File: src/rtl/dawson_pkg.sv
// Shared types and constants for the dawson streaming wrapper.
// The state encoding and the legal operand widths live here.
package dawson_pkg;

   typedef enum logic [2:0] {
      ST_RESET,
      ST_IDLE,
      ST_TX_A,
      ST_TX_B,
      ST_WAIT_RX
   } dawson_state_t;

   localparam int unsigned WIDTH_NARROW = 32;
   localparam int unsigned WIDTH_WIDE   = 64;

   function automatic bit width_is_legal(input int unsigned w);
      return (w == WIDTH_NARROW) || (w == WIDTH_WIDE);
   endfunction

   function automatic bit depth_is_legal(input int unsigned d);
      return (d >= 2) && ((d & (d - 1)) == 0);
   endfunction

endpackage

File: src/rtl/dawson_req_fifo.sv
// Request FIFO holding {A, B} operand pairs.
// A push is refused while full, even when a pop happens on the same edge.
module dawson_req_fifo #(
   parameter int unsigned DW    = 128,
   parameter int unsigned DEPTH = 4
) (
   input  logic                   clock,
   input  logic                   reset,
   input  logic                   push,
   input  logic [DW-1:0]          push_data,
   input  logic                   pop,
   output logic [DW-1:0]          pop_data,
   output logic [$clog2(DEPTH):0] count,
   output logic                   full,
   output logic                   empty
);

   localparam int unsigned AW = $clog2(DEPTH);
   localparam logic [AW:0] FULL_COUNT = (AW + 1)'(DEPTH);

   logic [DW-1:0] mem [DEPTH];
   logic [AW-1:0] wr_ptr;
   logic [AW-1:0] rd_ptr;
   logic          do_push;
   logic          do_pop;

   assign full     = (count == FULL_COUNT);
   assign empty    = (count == '0);
   assign do_push  = push & ~full;
   assign do_pop   = pop & ~empty;
   assign pop_data = mem[rd_ptr];

   // Pointers are exactly log2(DEPTH) bits wide, so they wrap for free.
   always_ff @(posedge clock or posedge reset) begin
      if (reset) begin
         wr_ptr <= '0;
         rd_ptr <= '0;
         count  <= '0;
      end else begin
         if (do_push) wr_ptr <= wr_ptr + 1'b1;
         if (do_pop)  rd_ptr <= rd_ptr + 1'b1;
         case ({do_push, do_pop})
            2'b10:   count <= count + 1'b1;
            2'b01:   count <= count - 1'b1;
            default: count <= count;
         endcase
      end
   end

   always_ff @(posedge clock) begin
      if (do_push) mem[wr_ptr] <= push_data;
   end

endmodule

File: src/rtl/dawson_stream_if.sv
// Valid/ready streaming front end for a strobe/ack arithmetic unit:
// queues operand pairs, feeds them to the unit and holds one result.
module dawson_stream_if #(
   parameter int unsigned WIDTH = 64,
   parameter int unsigned DEPTH = 4,
   parameter int unsigned UNARY = 0
) (
   input  logic                   clock,
   input  logic                   reset,
   input  logic [WIDTH-1:0]       in_a,
   input  logic [WIDTH-1:0]       in_b,
   input  logic                   in_valid,
   output logic                   in_ready,
   output logic [WIDTH-1:0]       out_z,
   output logic                   out_valid,
   input  logic                   out_ready,
   output logic [$clog2(DEPTH):0] count,
   output logic                   busy,
   output logic                   clk,
   output logic                   rst,
   output logic [WIDTH-1:0]       input_a,
   output logic [WIDTH-1:0]       input_b,
   output logic                   input_a_stb,
   output logic                   input_b_stb,
   input  logic                   input_a_ack,
   input  logic                   input_b_ack,
   input  logic [WIDTH-1:0]       output_z,
   input  logic                   output_z_stb,
   output logic                   output_z_ack
);

   import dawson_pkg::*;

   if (!width_is_legal(WIDTH) || !depth_is_legal(DEPTH)) begin : g_bad_param
      $error("dawson_stream_if: WIDTH must be 32 or 64, DEPTH a power of two >= 2");
   end

   dawson_state_t      state;
   logic [WIDTH-1:0]   op_a;
   logic [WIDTH-1:0]   op_b;
   logic               a_stb;
   logic               b_stb;
   logic [2*WIDTH-1:0] head;
   logic               fifo_full;
   logic               fifo_empty;
   logic               push;
   logic               load_next;

   dawson_req_fifo #(
      .DW    (2 * WIDTH),
      .DEPTH (DEPTH)
   ) u_req_fifo (
      .clock     (clock),
      .reset     (reset),
      .push      (push),
      .push_data ({in_a, in_b}),
      .pop       (load_next),
      .pop_data  (head),
      .count     (count),
      .full      (fifo_full),
      .empty     (fifo_empty)
   );

   assign clk          = clock;
   assign rst          = reset | (state == ST_RESET);
   assign in_ready     = ~fifo_full & (state != ST_RESET);
   assign push         = in_valid & in_ready;
   assign busy         = (state != ST_IDLE) | (count != '0);
   assign output_z_ack = (state == ST_WAIT_RX) & output_z_stb & (~out_valid | out_ready);

   // The head is popped either from IDLE or on the edge that retires a result,
   // so a queued request follows a completed one without an idle cycle.
   assign load_next = ~fifo_empty & ((state == ST_IDLE) | output_z_ack);

   assign input_a_stb = a_stb;
   assign input_b_stb = b_stb;
   assign input_a     = a_stb ? op_a : '0;
   assign input_b     = b_stb ? op_b : '0;

   always_ff @(posedge clock or posedge reset) begin
      if (reset) begin
         state     <= ST_RESET;
         op_a      <= '0;
         op_b      <= '0;
         a_stb     <= 1'b0;
         b_stb     <= 1'b0;
         out_z     <= '0;
         out_valid <= 1'b0;
      end else begin
         if (output_z_ack) begin
            out_z     <= output_z;
            out_valid <= 1'b1;
         end else if (out_ready) begin
            out_valid <= 1'b0;
         end

         if (load_next) begin
            op_a  <= head[2*WIDTH-1:WIDTH];
            op_b  <= head[WIDTH-1:0];
            a_stb <= 1'b1;
         end

         case (state)
            ST_RESET: state <= ST_IDLE;
            ST_IDLE: begin
               if (load_next) state <= ST_TX_A;
            end
            ST_TX_A: begin
               if (input_a_ack) begin
                  a_stb <= 1'b0;
                  if (UNARY != 0) begin
                     state <= ST_WAIT_RX;
                  end else begin
                     b_stb <= 1'b1;
                     state <= ST_TX_B;
                  end
               end
            end
            ST_TX_B: begin
               if (input_b_ack) begin
                  b_stb <= 1'b0;
                  state <= ST_WAIT_RX;
               end
            end
            ST_WAIT_RX: begin
               if (output_z_ack) state <= load_next ? ST_TX_A : ST_IDLE;
            end
            default: state <= ST_IDLE;
         endcase
      end
   end

endmodule
File: config.mk
export PLATFORM = sky130hd
export DESIGN_NAME = dawson_stream_if
export DESIGN_NICKNAME = d
export VERILOG_FILES = /design/src/rtl/dawson_pkg.sv /design/src/rtl/dawson_req_fifo.sv /design/src/rtl/dawson_stream_if.sv
export SDC_FILE = /design/constraint.sdc
export NUM_CORES = 1
export LEC_CHECK = 0
export CELL_PAD_IN_SITES_DETAIL_PLACEMENT = 0
export CELL_PAD_IN_SITES_GLOBAL_PLACEMENT = 2
export CORE_MARGIN = 8
export CORE_UTILIZATION = 25
export CTS_CLUSTER_DIAMETER = 60
export DETAILED_ROUTE_END_ITERATION = 7
export GPL_TIMING_DRIVEN = 0
export PLACE_DENSITY_LB_ADDON = 0.1
export SETUP_SLACK_MARGIN = 0.05
export SLEW_MARGIN = 20
export SYNTH_ARGS = -nofsm -noshare
export SYNTH_HDL_FRONTEND = slang
export SYNTH_SLANG_ARGS = --single-unit
export TNS_END_PERCENT = 20
File: constraint.sdc
create_clock -name clock -period 7.7 [get_ports clock]
set_input_delay 1.155 -clock clock [delete_from_list [all_inputs] [get_ports clock]]
set_output_delay 1.155 -clock clock [all_outputs]
set_load 0.01 [all_outputs]
==> results.yml <==
timing:
  timing.final.hold_violations: 0
  worstMarginPinSlew_ns: 0.918
  slew-limit-headroom_pct: 38.8
  setup_slack_ns: 1.87
  fin_skew_ns: 0.0205
  rsz0062_at_grt: "no"
  slew_viol_final: 0
  setup_viol: 0
synth:
  synth-simple-area-share_pct: 3.51
  synthMuxAreaShare_pct: 19.6
  syn_inst: 1297
  ys_async_sr_fraction_pct: 28.6
  synth_top_family_by_area: "multiplexers"
  synth-edff-count: 512
  synth.distinct_cells: 37
  ys_ff_latch: 717
  syn_nets: 1502
  synth-main-ff-cell: "edfxtp_1"
  ys_warn_count: 0
  synth_area_per_cell_um2: 21.2
  ys_seq_area_share_pct: 74.7
  synth_xor_area_share_pct: 0.191
  synth_compound_area_share_pct: 0.301
  syn-cell-area_um2: 27500
  synthAdderAreaFrac_pct: 0.301
global_route:
  antenna_found_initial: 15
  grt_max_degree: 73
  grt_pass1_vias: 15500
  grt-ovfl-total: 0
  grt_util_all_layers_pct: 12.6
  grt_pass1_wl_um: 112000
finish:
  final_cell_area_um2: 36700
  layout_common_cells: "edfxtp_1 (512), clkdlybuf4s50_1 (401), dfrtp_1 (205), and2_1 (129), mux4_2 (128)"
  fin_cells: 3301
  areaGrowthSynthToFinish_pct: 33.7
  nets: 2013
  layout_commonest_cell: "edfxtp_1"
  fin_util_pct: 33.7
  drive_above_1_share_pct: 27.7
drt:
  wl_um: 77200
  wire_per_inst_um: 23.4
  firstDrtPassIters: 4
  vias: 13800
  drt_drc_violations_left: 0
  ant_nets: 0
  avgViaCountPerCell: 4.17
  drt_iter0_drc: 541
job:
  drv_cap: 0
pwr:
  ir_drop_mv: 0.179
  powerDensity_nw_per_um2: 424
  power_uw: 15600
  p_leak_uw: 0.0130
die:
  die_w_um: 347
  fp.dieArea_um2: 121000
  coreArea_um2: 109000
  placement_rows: 121
  die_h_um: 347
  io_pins: 402
  start_util_pct: 25.2
placement:
  port_buffers: 401
  gp_congestion: 0.692
  placed_cell_area_um2: 33700
  pre_cts_ws_ns: 2.13
  dp.cells: 3127
  hpwl_um: 51000
worst_setup_path:
  worstPathArrival_ns: 4.68
  crit_family: "buffers and inverters"
  cp-end-kind: "output port"
  path_class: "clk2out"
  worstPathCellList: "clkbuf_16 -> clkbuf_16 -> buf_4 -> clkdlybuf4s50_1"
  worstSetupStartpointType: "clock port"
  critPathMaxStageDelay_ns: 0.47
  worstPathRequired_ns: 6.55
  crit_buf_inv: 4
  crit_path_top_delay_cell: "clkdlybuf4s50_1"
  timing.critical_path.mode_cell: "clkbuf_16"
  cp_max_fo: 2
clock_tree:
  clk_latency_ns: 0.76
  cts_tree: "built"
  clk_pin_slew_ns: 0.06
  cts_resized: 0
  cts-hold-fix-buffers: 0
  post-cts-setup-buffers: 0
status:
  status: "finished clean"
worst_hold_path:
  hp-class: "reg2reg"
## cell type report
type	count	area, um^2
fill	10400	72100
sequential	717	20500
multi-input combinational	503	6580
timing repair buffer	415	4410
clock buffer	115	2500
tap	1414	1770
clock inverter	56	549
buffer	68	372
inverter	9	41.3
antenna	4	10.0
## through the flow
stage	hold WS, ns	TNS (ns)
6_report	0.478	0
3_3_place_gp	0.466	-1503.03
3_5_place_dp	0.471	0
2_1_floorplan	0.449	0
4_1_cts	0.483	0
5_1_grt	0.494	0
## routing by layer
layer | share of wire (%) | global-route usage, % | wire length (um) | vias up
li1 | - | - | - | 6110
met1 | 41 | 15.2 | 31800 | 7145
met2 | 49 | 21.5 | 38100 | 391
met3 | 7.2 | 4.21 | 5570 | 111
met4 | 2.0 | 3.13 | 1570 | 16
met5 | 0.13 | 0 | 97 | -
## path summary, 6_finish.rpt
kind                       cells past startpoint             endpoint  slack [ns]  startpoint
max reg2reg                                   12  u_req_fifo.count[2]        4.61    state[0]
min                                            1              op_b[7]        0.48     op_b[7]
min reg2reg                                    1              op_b[7]        0.48     op_b[7]
max in group asynchronous                      3             op_b[34]        5.86       reset
max                                            4                  clk        1.87       clock
min in group asynchronous                      2            out_z[30]        0.92       reset
## cells by family (layout without fill, tap and decap cells)
logic type	count (synthesis)	in the layout
flops	717	717
mux	323	323
simple gates	156	156
buf+inv	77	663
compound gates	12	12
fa+ha+maj	6	6
xor+xnor	6	6
other cells	0	4
## power by group
| part | switching [uW] | internal (uW) | leakage [uW] |
|---|---|---|---|
| Sequential | 383 | 5310 | 0.00714 |
| Clock | 1680 | 2580 | 0.00149 |
| Combinational | 2580 | 3040 | 0.00435 |
## flip-flops by register name, indices dropped and copies added (netlist names)
| register | cells |
|---|---|
| input_a_stb | 1 |
| input_b_stb | 1 |
| op_a | 64 |
| op_b | 64 |
| out_valid | 1 |
| out_z | 64 |
| state | 3 |
| u_req_fifo.count | 3 |
| u_req_fifo.mem | 512 |
| u_req_fifo.rd_ptr | 2 |
| u_req_fifo.wr_ptr | 2 |
## Yosys cell counts, types with 3 or more instances
master      n  area, um^2
mux2_4     79        1190
mux2_2    110        1240
and2_1    129         807
nand2_1     5        18.8
mux2_1      5        56.3
buf_6      10         113
clkbuf_1   31         116
buf_2      25         125
and3_1      4        25.0
dfrtp_1   205        5130
nor2_1      3        11.3
xor2_1      4        35.0
edfxtp_1  512       15400
ha_1        5        62.6
inv_1       9        33.8
mux4_2    128        2880
nor2b_1     3        18.8
a21oi_1     3        15.0
(Power assumes the default switching activity.)
